==> src/rtl/alu_z_writeback_pkg.sv <==
// Shared types for the ALU result write-back stage: opcodes, write-back destinations, FIFO entry, FSM states.
// Build option ALU_Z_FLAGS_EN adds precomputed z/n flags to each entry.
package alu_pkg;

    localparam logic [4:0] OP_MUL  = 5'b01111;
    localparam logic [4:0] OP_DIV  = 5'b10000;
    localparam logic [4:0] DEST_LO = 5'd16;
    localparam logic [4:0] DEST_HI = 5'd17;

    typedef struct packed {
        logic [4:0]  op;
        logic [3:0]  rd;
        logic [31:0] lo;
        logic [31:0] hi;
`ifdef ALU_Z_FLAGS_EN
        logic        z;
        logic        n;
`endif
    } z_entry_t;

    typedef enum logic [1:0] {
        IDLE  = 2'd0,
        BEAT0 = 2'd1,
        BEAT1 = 2'd2
    } wb_state_t;

    // Only MUL and DIV carry a meaningful high word; anything else is a single beat.
    function automatic logic is_wide(input logic [4:0] op);
        return (op == OP_MUL) || (op == OP_DIV);
    endfunction

endpackage

==> src/rtl/alu_z_writeback_if.sv <==
// ALU-result input and register-file write-back port of the write-back stage.
// Build option ALU_Z_FLAGS_EN adds the flag_z/flag_n outputs.
interface alu_z_writeback_if;

    logic        in_valid;
    logic        in_ready;
    logic [4:0]  op;
    logic [3:0]  rd;
    logic [31:0] Zlowout;
    logic [31:0] Zhighout;
    logic        wb_valid;
    logic        wb_ready;
    logic [4:0]  wb_dest;
    logic [31:0] wb_data;
    logic        wb_last;
    logic        busy;
`ifdef ALU_Z_FLAGS_EN
    logic        flag_z;
    logic        flag_n;
`endif

    modport master (
        output in_valid, op, rd, Zlowout, Zhighout, wb_ready,
        input  in_ready, wb_valid, wb_dest, wb_data, wb_last, busy
`ifdef ALU_Z_FLAGS_EN
        , input flag_z, flag_n
`endif
    );

    modport slave (
        input  in_valid, op, rd, Zlowout, Zhighout, wb_ready,
        output in_ready, wb_valid, wb_dest, wb_data, wb_last, busy
`ifdef ALU_Z_FLAGS_EN
        , output flag_z, flag_n
`endif
    );

endinterface

==> src/rtl/alu_z_writeback_z_fifo.sv <==
// Synchronous FIFO of z_entry_t; head is a registered read, valid whenever o_empty is low.
// Latency: one cycle push-to-head; caller must not push when full nor pop when empty.
module z_fifo
    import alu_pkg::*;
#(
    parameter int DEPTH = 2
) (
    input  logic                   clock,
    input  logic                   clear_n,
    input  logic                   i_push,
    input  logic                   i_pop,
    input  z_entry_t               i_wdat,
    output z_entry_t               o_head,
    output logic [$clog2(DEPTH):0] o_count,
    output logic                   o_full,
    output logic                   o_empty
);

    localparam int AW = $clog2(DEPTH);
    localparam logic [AW:0] FULL_CNT = (AW+1)'(DEPTH);

    z_entry_t        r_mem [DEPTH];
    logic [AW-1:0]   r_wr_ptr;
    logic [AW-1:0]   r_rd_ptr;
    logic [AW:0]     r_count;

    // Power-of-two depth lets the pointers wrap by plain overflow.
    always_ff @(posedge clock) begin
        if (!clear_n) begin
            r_wr_ptr <= '0;
            r_rd_ptr <= '0;
            r_count  <= '0;
        end else begin
            if (i_push) begin
                r_mem[r_wr_ptr] <= i_wdat;
                r_wr_ptr        <= r_wr_ptr + 1'b1;
            end
            if (i_pop) begin
                r_rd_ptr <= r_rd_ptr + 1'b1;
            end
            if (i_push && !i_pop) begin
                r_count <= r_count + 1'b1;
            end else if (!i_push && i_pop) begin
                r_count <= r_count - 1'b1;
            end
        end
    end

    assign o_head  = r_mem[r_rd_ptr];
    assign o_count = r_count;
    assign o_full  = (r_count == FULL_CNT);
    assign o_empty = (r_count == '0);

endmodule

==> src/rtl/alu_z_writeback.sv <==
// ALU result write-back: queues results and replays them as 1 (narrow) or 2 (MUL/DIV LO,HI) 32-bit beats.
// Latency: push into empty queue at edge N gives wb_valid after edge N+1; in_ready is !full with no pop bypass.
// Backpressure: beats hold stable under wb_ready=0. Build option ALU_Z_FLAGS_EN adds flag_z/flag_n.
module alu_z_writeback
    import alu_pkg::*;
#(
    parameter int DEPTH = 2
) (
    input  logic             clock,
    input  logic             clear_n,
    alu_z_writeback_if.slave bus
);

    localparam int AW = $clog2(DEPTH);
    localparam logic [AW:0] ONE = (AW+1)'(1);

    z_entry_t    w_in_entry;
    z_entry_t    w_head;
    logic [AW:0] w_count;
    logic        w_full;
    logic        w_empty;
    logic        w_push;
    logic        w_pop;
    logic        w_hs;
    logic        w_wide;
    logic        w_last;
    logic        w_more;
    wb_state_t   r_state;

    always_comb begin
        w_in_entry    = '0;
        w_in_entry.op = bus.op;
        w_in_entry.rd = bus.rd;
        w_in_entry.lo = bus.Zlowout;
        w_in_entry.hi = bus.Zhighout;
`ifdef ALU_Z_FLAGS_EN
        w_in_entry.z  = (bus.Zlowout == '0) && (is_wide(bus.op) ? (bus.Zhighout == '0) : 1'b1);
        w_in_entry.n  = is_wide(bus.op) ? bus.Zhighout[31] : bus.Zlowout[31];
`endif
    end

    z_fifo #(.DEPTH(DEPTH)) u_fifo (
        .clock   (clock),
        .clear_n (clear_n),
        .i_push  (w_push),
        .i_pop   (w_pop),
        .i_wdat  (w_in_entry),
        .o_head  (w_head),
        .o_count (w_count),
        .o_full  (w_full),
        .o_empty (w_empty)
    );

    assign bus.in_ready = !w_full;
    assign w_push       = bus.in_valid && !w_full;
    assign w_hs         = bus.wb_valid && bus.wb_ready;
    assign w_wide       = is_wide(w_head.op);
    assign w_last       = (r_state == BEAT1) || ((r_state == BEAT0) && !w_wide);
    assign w_pop        = w_hs && w_last;
    // After popping the head, another entry exists if one was behind it or one lands this edge.
    assign w_more       = (w_count > ONE) || w_push;

    always_ff @(posedge clock) begin
        if (!clear_n) begin
            r_state <= IDLE;
        end else begin
            case (r_state)
                IDLE: begin
                    if (!w_empty) r_state <= BEAT0;
                end
                BEAT0: begin
                    if (w_hs) begin
                        if (w_wide) r_state <= BEAT1;
                        else        r_state <= w_more ? BEAT0 : IDLE;
                    end
                end
                BEAT1: begin
                    if (w_hs) r_state <= w_more ? BEAT0 : IDLE;
                end
                default: r_state <= IDLE;
            endcase
        end
    end

    // Outputs decode registered state and the registered FIFO head, so they cannot move under a stall.
    always_comb begin
        bus.wb_valid = 1'b0;
        bus.wb_dest  = '0;
        bus.wb_data  = '0;
        bus.wb_last  = 1'b0;
        case (r_state)
            BEAT0: begin
                bus.wb_valid = 1'b1;
                bus.wb_dest  = w_wide ? DEST_LO : {1'b0, w_head.rd};
                bus.wb_data  = w_head.lo;
                bus.wb_last  = !w_wide;
            end
            BEAT1: begin
                bus.wb_valid = 1'b1;
                bus.wb_dest  = DEST_HI;
                bus.wb_data  = w_head.hi;
                bus.wb_last  = 1'b1;
            end
            default: ;
        endcase
    end

    assign bus.busy = !w_empty || bus.wb_valid;

`ifdef ALU_Z_FLAGS_EN
    logic r_flag_z;
    logic r_flag_n;

    always_ff @(posedge clock) begin
        if (!clear_n) begin
            r_flag_z <= 1'b0;
            r_flag_n <= 1'b0;
        end else if (w_pop) begin
            r_flag_z <= w_head.z;
            r_flag_n <= w_head.n;
        end
    end

    assign bus.flag_z = r_flag_z;
    assign bus.flag_n = r_flag_n;
`endif

endmodule

==> src/flat_wrapper.sv <==
// flat-port wrapper written by rule: the top's interface ports become plain ports
module alu_z_writeback_flat import alu_pkg::*;
#(
    parameter int DEPTH = 2
)
  (clock, clear_n, bus_in_valid, bus_op, bus_rd, bus_Zlowout, bus_Zhighout, bus_wb_ready, bus_in_ready, bus_wb_valid, bus_wb_dest, bus_wb_data, bus_wb_last, bus_busy);
  alu_z_writeback_if bus_i ();
  input  logic clock;
  input  logic clear_n;
  input wire logic [$bits(bus_i.in_valid)-1:0] bus_in_valid;
  input wire logic [$bits(bus_i.op)-1:0] bus_op;
  input wire logic [$bits(bus_i.rd)-1:0] bus_rd;
  input wire logic [$bits(bus_i.Zlowout)-1:0] bus_Zlowout;
  input wire logic [$bits(bus_i.Zhighout)-1:0] bus_Zhighout;
  input wire logic [$bits(bus_i.wb_ready)-1:0] bus_wb_ready;
  output wire logic [$bits(bus_i.in_ready)-1:0] bus_in_ready;
  output wire logic [$bits(bus_i.wb_valid)-1:0] bus_wb_valid;
  output wire logic [$bits(bus_i.wb_dest)-1:0] bus_wb_dest;
  output wire logic [$bits(bus_i.wb_data)-1:0] bus_wb_data;
  output wire logic [$bits(bus_i.wb_last)-1:0] bus_wb_last;
  output wire logic [$bits(bus_i.busy)-1:0] bus_busy;
  assign bus_i.in_valid = bus_in_valid;
  assign bus_i.op = bus_op;
  assign bus_i.rd = bus_rd;
  assign bus_i.Zlowout = bus_Zlowout;
  assign bus_i.Zhighout = bus_Zhighout;
  assign bus_i.wb_ready = bus_wb_ready;
  assign bus_in_ready = bus_i.in_ready;
  assign bus_wb_valid = bus_i.wb_valid;
  assign bus_wb_dest = bus_i.wb_dest;
  assign bus_wb_data = bus_i.wb_data;
  assign bus_wb_last = bus_i.wb_last;
  assign bus_busy = bus_i.busy;
  alu_z_writeback #(.DEPTH(DEPTH)) u_core (.clock(clock), .clear_n(clear_n), .bus(bus_i));
endmodule
==> config.mk <==
export PLATFORM = sky130hd
export DESIGN_NAME = alu_z_writeback_flat
export DESIGN_NICKNAME = d
export VERILOG_FILES = /design/src/rtl/alu_z_writeback_pkg.sv /design/src/rtl/alu_z_writeback_if.sv /design/src/rtl/alu_z_writeback_z_fifo.sv /design/src/rtl/alu_z_writeback.sv /design/src/flat_wrapper.sv
export SDC_FILE = /design/constraint.sdc
export NUM_CORES = 1
export LEC_CHECK = 0
export BUFFER_PORTS_ARGS = -buffer_cell sky130_fd_sc_hd__buf_2
export CAP_MARGIN = 0
export CORE_UTILIZATION = 23
export DETAILED_ROUTE_END_ITERATION = 8
export GPL_TIMING_DRIVEN = 0
export PLACE_DENSITY = 0.39
export SETUP_SLACK_MARGIN = 0.4
export SLEW_MARGIN = 10
export SYNTH_ARGS = -nofsm -noshare
export SYNTH_HDL_FRONTEND = slang
export SYNTH_SLANG_ARGS = --single-unit
==> constraint.sdc <==
create_clock -name clock -period 5.4 [get_ports clock]
set_input_delay 0.27 -clock clock [delete_from_list [all_inputs] [get_ports clock]]
set_output_delay 0.27 -clock clock [all_outputs]
set_load 0.05 [all_outputs]
==> results.yml, run 1 <==
sta:
  clock_skew_ns: 0.0102
  worstMarginPinSlew_ns: 0.732
  finalHoldViolCount: 0
  setup_viol: 0
  max_slew_margin_pct: 51.2
  post-route-period-util_pct: 55.9
  fmax_ghz: 0.331
  final_max_slew_viol_count: 0
  rsz0062_at_grt: "no"
  min_period_ns: 3.02
layout:
  final_area_sq_um: 8000
  fillers: 2727
  multiInputGateArea_sq_um: 1660
  layout-drive-gt1-share_pct: 44.4
  diodes: 0
  fin_nets: 597
  regArea_sq_um: 4520
  final_common_cell: "edfxtp_1"
  fin_util_pct: 29.8
  final_cell_mix: "edfxtp_1, buf_2, mux2_2, nor2b_1, a22oi_1"
  area.growth.synth_to_final_pct: 27.2
place:
  placed_area_sq_um: 7420
  dp_hpwl_mm: 10.0
  port_buffers: 117
  routabilityCongestion: 0.684
floorplan:
  initial_core_util_pct: 23.4
  die-area_sq_um: 28000
  die_w_um: 167
  core-area_sq_um: 26900
  io-pin-count: 118
  num_rows: 60
  fp.dieH_um: 167
outcome:
  status: "finished, final reports clean"
synthesis:
  yosys_register_bits: 153
  synth_nets: 457
  synth-edff-count: 146
  netlist.area_leader.share_pct: 69.7
  post_synth_num_cell_types: 35
  yosysSeqAreaShare_pct: 71.9
  synth_top_area_cell: "edfxtp_1"
  netlist_area_sq_um: 6290
  yosys-top-cells-area: "edfxtp_1, mux2_2, a22oi_1"
  syn_area_per_cell_sq_um: 16.9
  synth_ff_type: "edfxtp_1"
  ys_warn_count: 0
  async_flop_share_pct: 0
  syn_inst: 372
routing:
  wl_per_cell_um: 17.3
  vias: 3629
  drc: 0
  routed_wl_mm: 15.0
  drtIter0Drc: 97
  routed_via_density: 4.19
  detail-route-antenna-nets: 0
  firstDrtPassIters: 4
worst_hold_path:
  hp-class: "in2reg"
  hold_path.startpoint: "bus_rd[1]"
run:
  maxCapViolCount: 0
pwr:
  ir_drop_mv: 0.144
  p_leak_nw: 2.81
  cellPowerDensity_nw_per_um2: 461
clock_network:
  worstSkewPairLatency_ns: 0.42
  clk_pin_slew_worst_paths_ns: 0.07
  htreeDepth: 4
  cts_inserted_buffers: 17
  root_buffer: "clkbuf_16"
  max-clock-path-buffers: 2
  cts_setup_buffers: 0
  cts_hold_buf: 0
  ctsResizeCount: 0
  cts_tree: "done"
  clock-sinks: 153
global_routing:
  grt_usage_pct: 11.2
  antenna_found_initial: 2
  grt_pass1_wl_mm: 23.3
  grt_pass1_vias: 4126
  grt_max_degree: 44
  grt_remaining_overflow: 0
critical_path:
  criticalPathCategory: "reg2out"
  cp-startpoint: "u_core.r_state[0]"
  critPathMaxFanout: 10
  required_ns: 5.13
  worstPathArrival_ns: 2.75
  crit_path_start_kind: "flop"
  rr_startpoint: "u_core.u_fifo.o_count[0]"
  cp-end-kind: "output pin"
synthesized netlist by cell type, types with 2 or more instances:
cell type,n
a21oi_1,4
a22oi_1,32
and4_1,2
buf_1,2
buf_2,9
clkbuf_1,8
dfxtp_1,7
edfxtp_1,146
ha_1,8
inv_1,7
mux2_2,65
mux2i_1,7
nand2_1,4
nand2b_1,3
nand4_1,2
nor2_1,10
nor2b_1,36
o211ai_1,2
xor2_1,2
cell families after synthesis:
family          share of synthesized area, %
compound gates                          5.53
fa+ha+maj                               1.59
buf+inv                                 1.91
flops                                   71.9
mux                                     12.7
simple gates                            5.91
xor+xnor                               0.418
state kept, by name (all words and copies together), names as in the netlist, named ones only:
register and flops:
u_core.u_fifo.r_mem 146, u_core.u_fifo.o_count 2, u_core.u_fifo.r_wr_ptr 1, u_core.r_state 2, u_core.u_fifo.r_rd_ptr 1
power breakdown:
group	switching [mW]	total [mW]	leakage (nW)	internal (mW)
sequential	0.0344	1.47	1.40	1.44
combinational	0.632	1.05	1.13	0.413
clock	0.518	1.17	0.285	0.654
metrics by stage:
step / setup TNS [ns] / cells / total power [mW] / hold slack (ns) / setup WS (ns)
detailed placement: 0 / 834 / 2.58 / 0.461 / 2.68
floorplan: 0 / 372 / 2.26 / 0.369 / 0.905
CTS: 0 / 866 / 3.78 / 0.00333 / 2.20
finish: 0 / 866 / 3.69 / 0.0293 / 2.38
global placement: -112.55 / 830 / 2.55 / 0.457 / -1.55
global route: 0 / 866 / 3.89 / 0.0100 / 2.15
critical path, cell delays in order, from the launching register on:
cell	delay, ns
dfxtp_1	0.40
inv_1	0.09
ha_1	0.37
clkbuf_1	0.45
clkbuf_1	0.44
nor2b_1	0.29
buf_2	0.31
per-layer routing:
layer  wire length [um]  track usage, %
met1               6680            13.2
met2               7530            19.5
met3                650            3.14
met4                134            4.03
met5                 20               0
final timing paths:
kind	depth (start not counted)	to	slack, ns
max	6	bus_wb_data[8]	2.38
min	1	u_core.u_fifo.r_mem[1][65]	0.03
min reg2reg	2	u_core.u_fifo.o_count[0]	0.56
max reg2reg	7	u_core.u_fifo.r_mem[0][33]	2.97
area by class of cell:
type | count | share of cell area (%)
Sequential cell | 153 | 56.5
Multi-Input combinational cell | 192 | 20.7
Tap cell | 341 | 5.33
Clock buffer | 17 | 5.31
Clock inverter | 15 | 1.99
Timing Repair Buffer | 121 | 8.60
Inverter | 7 | 0.328
Buffer | 20 | 1.17
(Power assumes the default switching activity.)
==> run 2, diff against run 1 <==
Settings changed: ABC_AREA set to 1, PLACE_DENSITY 0.39 to 0.4.
Clock period 5.4 ns to 2.52 ns, I/O delays scaled along.
==> results.yml, run 2 <==
layout:
  fin_util_pct: 35.1
  finalNonFillerCells: 1059
  final_cell_mix: "edfxtp_1, nor2_1, buf_2, dlygate4sd3_1, o21ai_0"
  regMostFlops: "u_core.u_fifo.r_mem"
  fillers: 2590
  diodes: 0
  largest_register_ffs: 146
  area.growth.synth_to_final_pct: 50.2
  layout-drive-gt1-share_pct: 32.2
  fin_nets: 799
  final_common_cell: "edfxtp_1"
sta:
  min_period_ns: 2.02
  max_slew_margin_pct: 41.7
  clock_skew_ns: 0.00687
  setup_viol: 0
  final_max_slew_viol_count: 0
  worstMarginPinSlew_ns: 0.874
  fin_ws_ns: 0.498
  rsz0062_at_grt: "yes"
  fmax_ghz: 0.495
  post-route-period-util_pct: 80.2
  whs_ns: 0.0384
  finalHoldViolCount: 0
synthesis:
  netlist_area_sq_um: 6090
  yosysSeqAreaShare_pct: 74.3
  synthTopCellsByCount: "edfxtp_1, nor2_1, o21ai_0"
  netlist.area_leader.share_pct: 72.0
  synth_top_area_cell: "edfxtp_1"
  ys_warn_count: 0
  synth_nets: 579
  async_flop_share_pct: 0
  syn_area_per_cell_sq_um: 12.3
  post_synth_num_cell_types: 24
  yosys_register_bits: 153
  synth-edff-count: 146
  syn_inst: 494
  yosys-top-cells-area: "edfxtp_1, nor2_1, o21ai_0"
  synth_ff_type: "edfxtp_1"
  synth_most_common_cell: "edfxtp_1"
pwr:
  total_power_mw: 7.36
  ir_drop_mv: 0.337
  cellPowerDensity_nw_per_um2: 804
  p_leak_nw: 3.30
clock_network:
  cts_tree: "done"
  root_buffer: "clkbuf_16"
  htreeDepth: 4
  max-clock-path-buffers: 2
  clk_pin_slew_worst_paths_ns: 0.06
  clock-sinks: 153
  worstSkewPairLatency_ns: 0.42
  cts_inserted_buffers: 17
floorplan:
  fp.dieH_um: 165
  io-pin-count: 118
  initial_core_util_pct: 23.4
  core-area_sq_um: 26100
  die_w_um: 165
  num_rows: 59
  die-area_sq_um: 27100
critical_path:
  critPathTopFamily: "buffers and inverters"
  cp-end-kind: "output pin"
  worstPathArrival_ns: 1.90
  crit_slowest_cell: "dfxtp_1"
  path_buf_inv: 4
  crit_path_start_kind: "flop"
  slowest_delay_ns: 0.31
  worst_path_most_repeated_cell: "buf_2"
  criticalPathCategory: "reg2out"
  crit_path_cell_trace: "buf_6 > inv_4 > buf_2 > o21ai_0 > a21oi_2 > buf_2"
  critPathMaxFanout: 10
  required_ns: 2.39
routing:
  detail-route-antenna-nets: 0
  vias: 4371
  routed_wl_mm: 16.3
  routed_via_density: 4.13
  drc: 0
  drtIter0Drc: 201
  firstDrtPassIters: 4
  wl_per_cell_um: 15.4
global_routing:
  grt_remaining_overflow: 0
  grt_pass1_vias: 4507
  antenna_found_initial: 0
  grt_max_degree: 27
  grt_pass1_wl_mm: 25.2
  grt_usage_pct: 12.8
run:
  maxCapViolCount: 0
place:
  pre_cts_ws_ns: 0.0190
  port_buffers: 117
  place_inst: 953
  dp_hpwl_mm: 11.0
  routabilityCongestion: 0.771
worst_hold_path:
  hp-class: "in2reg"
outcome:
  status: "finished, final reports clean"
-- run 2: kinds of logic after synthesis --
| logic type | after synthesis | share of synthesized area, % |
|---|---|---|
| buffers and inverters | 42 | 3.29 |
| AND/OR/NAND/NOR | 178 | 11.3 |
| XOR/XNOR | 1 | 0.144 |
| adder cells (fa/ha/maj) | 8 | 1.64 |
| AO/OA/AOI/OAI | 112 | 9.36 |
| flip-flops | 153 | 74.3 |
-- run 2: power by group --
part           switching (mW)  total, mW  internal, mW
Clock                   0.960       2.48          1.52
Sequential             0.0558       3.03          2.97
Combinational            1.20       1.85         0.647
Total                    2.22       7.36          5.14
-- run 2: worst paths after layout --
| kind | depth (start not counted) | end | from | slack [ns] |
|---|---|---|---|---|
| max | 6 | bus_wb_data[6] | flop | 0.50 |
| min | 4 | u_core.u_fifo.r_wr_ptr | bus_in_valid | 0.04 |
| max reg2reg | 7 | u_core.u_fifo.r_mem[1][5] | u_core.u_fifo.o_count[0] | 0.51 |
| min reg2reg | 2 | u_core.u_fifo.r_wr_ptr | u_core.u_fifo.r_wr_ptr | 0.47 |
-- run 2: timing repair --
action	CTS	global route
setup buffers	1	1
cloned	1	0
pin swaps	4	7
hold buffers	74	0
gates resized for setup	99	33
endpoints found under the setup margin	88	58
endpoints found under the hold margin	149	0
-- run 2: final cells by class --
cell class	count	area, sq um	area share (%)
clock buffers	18	429	4.69
flip-flops and latches	153	4530	49.5
plain buffers	24	231	2.53
inverters	18	81.3	0.889
repair buffers	200	1650	18.1
multi-input cells	300	1680	18.3
clock inverters	11	133	1.45
well taps	335	419	4.58
-- run 2: through the flow --
step	cell area (sq um)	TNS, ns
floorplan	6350	-38.53
global placement	7360	-161.49
detailed placement	7490	0
CTS	9080	0
global route	9150	0
finish	9150	0
-- run 2: per-layer routing --
layer	GRT usage (%)	up-vias	routed length (um)
li1	-	2175	-
met1	16.0	2088	7490
met2	21.8	95	8080
met3	2.89	13	539
met4	4.17	0	168
met5	0	-	0
-- run 2: tightest hold or removal path, cell delays in order --
cell and delay [ns]:
buf_2 0.10, nand2_4 0.06, nand2_1 0.06, a21oi_1 0.06
==> run 3, diff against run 2 <==
Clock period 2.52 ns to 1.8 ns, I/O delays scaled along.
==> results.yml, run 3 (synthesis gave the netlist of run 2 again) <==
routing:
  firstDrtPassIters: 4
  routed_via_density: 4.25
  vias: 4805
  drtIter0Drc: 197
  wl_per_cell_um: 16.9
  drc: 0
  detail-route-antenna-nets: 0
  routed_wl_mm: 19.2
sta:
  clock_skew_ns: 0.00682
  post-route-period-util_pct: 104
  worstMarginPinSlew_ns: 0.359
  min_period_ns: 1.88
  final_max_slew_viol_count: 0
  setup_viol: 48
  max_slew_margin_pct: 75.8
  rsz0062_at_grt: "yes"
  fmax_ghz: 0.532
  finalHoldViolCount: 0
  fin_ws_ns: -0.0798
pwr:
  total_power_mw: 12.7
  p_leak_nw: 4.09
  cellPowerDensity_nw_per_um2: 1100
  ir_drop_mv: 0.484
critical_path:
  cp-end-kind: "output pin"
  r2r-end: "u_core.u_fifo.r_mem[1][45]"
  required_ns: 1.71
  crit_path_start_kind: "flop"
  criticalPathCategory: "reg2out"
  rr_worst_depth: 10
  reg2reg_slack_ns: -0.01
  worstPathArrival_ns: 1.79
  rr_startpoint: "u_core.u_fifo.o_count[0]"
  critPathMaxFanout: 7
place:
  dp_hpwl_mm: 11.1
  routabilityCongestion: 0.757
  port_buffers: 117
clock_network:
  cts_tree: "done"
  worstSkewPairLatency_ns: 0.42
  root_buffer: "clkbuf_16"
  clk_pin_slew_worst_paths_ns: 0.06
  clock-sinks: 153
  max-clock-path-buffers: 2
  htreeDepth: 4
  cts_inserted_buffers: 17
floorplan:
  num_rows: 59
  die_w_um: 165
  die-area_sq_um: 27100
  initial_core_util_pct: 23.4
  fp.dieH_um: 165
  io-pin-count: 118
  core-area_sq_um: 26100
run:
  maxCapViolCount: 0
layout:
  area.growth.synth_to_final_pct: 89.1
  fin_util_pct: 44.2
  regMostFlops: "u_core.u_fifo.r_mem"
  diodes: 0
  layout-drive-gt1-share_pct: 56.4
  final_cell_mix: "edfxtp_1, buf_2, nor2_1, dlygate4sd3_1, o21ai_2"
  fin_nets: 869
  largest_register_ffs: 146
  final_common_cell: "edfxtp_1"
global_routing:
  grt_max_degree: 17
  grt_pass1_vias: 4855
  grt_usage_pct: 14.5
  grt_remaining_overflow: 0
  antenna_found_initial: 0
  grt_pass1_wl_mm: 28.2
outcome:
  violations: "negative setup slack"
  status: "finished with violations"
worst_hold_path:
  min_to: "u_core.u_fifo.r_wr_ptr"
  hp-class: "in2reg"
  hold_path.startpoint: "bus_in_valid"
  hold_depth: 4
## run 3: cell types whose count changed in the layout (fill, tap and decap cells not counted), moves of 10 or more
cell,before,now
buf_16,1,16
o21ai_1,20,6
buf_12,2,21
o21ai_2,0,60
nor2_4,1,28
a21oi_4,11,37
o21ai_0,47,1
a21oi_2,25,1
buf_4,13,23
nor2_1,138,74
clkbuf_16,17,28
nor2_2,1,37
buf_6,28,51
## run 3: worst max path at each step
stage                                  start                          to  slack, ns  depth (start not counted)
detailed placement  u_core.u_fifo.o_count[0]  u_core.u_fifo.r_mem[1][15]      -0.41                          9
global route               u_core.r_state[1]              bus_wb_data[4]      -0.16                          8
finish                     u_core.r_state[1]              bus_wb_data[8]      -0.08                          8
floorplan           u_core.u_fifo.o_count[0]   u_core.u_fifo.r_mem[1][0]      -1.25                          5
global placement    u_core.u_fifo.o_count[0]  u_core.u_fifo.r_mem[1][17]      -2.35                          5
CTS                        u_core.r_state[0]             bus_wb_data[10]       -0.1                          8
## run 3: critical path, cell delays in order, from the launching register on
cell	delay [ns]
dfxtp_4	0.37
inv_4	0.07
ha_4	0.16
inv_8	0.07
clkbuf_8	0.17
nor2_2	0.12
o21ai_2	0.09
a21oi_4	0.15
buf_8	0.16
## run 3: metal layers
layer	track usage [%]	vias to the layer above	share of wire, %
li1	-	2342	-
met1	18.5	2362	43
met2	25.0	89	53
met3	2.29	12	2.5
met4	4.96	0	1.4
met5	0	-	0
## run 3: repair_timing
| action | 4_1_cts | 5_1_grt |
|---|---|---|
| pin swaps | 39 | 14 |
| setup buffers | 43 | 10 |
| resized for setup | 343 | 65 |
| endpoints found under the hold margin | 150 | 0 |
| endpoints found under the setup margin | 193 | 192 |
| gates cloned | 17 | 2 |
| hold buffers | 74 | 0 |
## run 3: report_power, final
part | total (mW) | leakage (nW) | internal (mW) | switching, mW
registers | 4.26 | 1.40 | 4.17 | 0.0884
clock network | 3.87 | 0.301 | 2.45 | 1.41
logic | 4.53 | 2.40 | 2.05 | 2.48
total | 12.7 | 4.09 | 8.67 | 3.98
## run 3: layout make-up
| cell class | count | area (sq um) |
|---|---|---|
| Buffer | 24 | 409 |
| Multi-Input combinational cell | 299 | 2500 |
| Clock inverter | 12 | 200 |
| Tap cell | 335 | 419 |
| Inverter | 18 | 119 |
| Sequential cell | 153 | 4530 |
| Timing Repair Buffer | 271 | 2910 |
| Fill cell | 2371 | 14500 |
| Clock buffer | 19 | 433 |
## run 3: per-stage QoR
| stage | TNS [ns] | setup WS (ns) | cells | area, sq um | hold WS (ns) |
|---|---|---|---|---|---|
| 2_1_floorplan | -145.44 | -1.25 | 494 | 6720 | 0.189 |
| 3_3_place_gp | -272.73 | -2.35 | 946 | 7730 | 0.280 |
| 3_5_place_dp | -19.70 | -0.411 | 954 | 7910 | 0.283 |
| 4_1_cts | -3.73 | -0.0971 | 1119 | 11100 | -0.000199 |
| 5_1_grt | -6.98 | -0.157 | 1131 | 11500 | 0.0396 |
| 6_report | -2.11 | -0.0798 | 1131 | 11500 | 0.0311 |
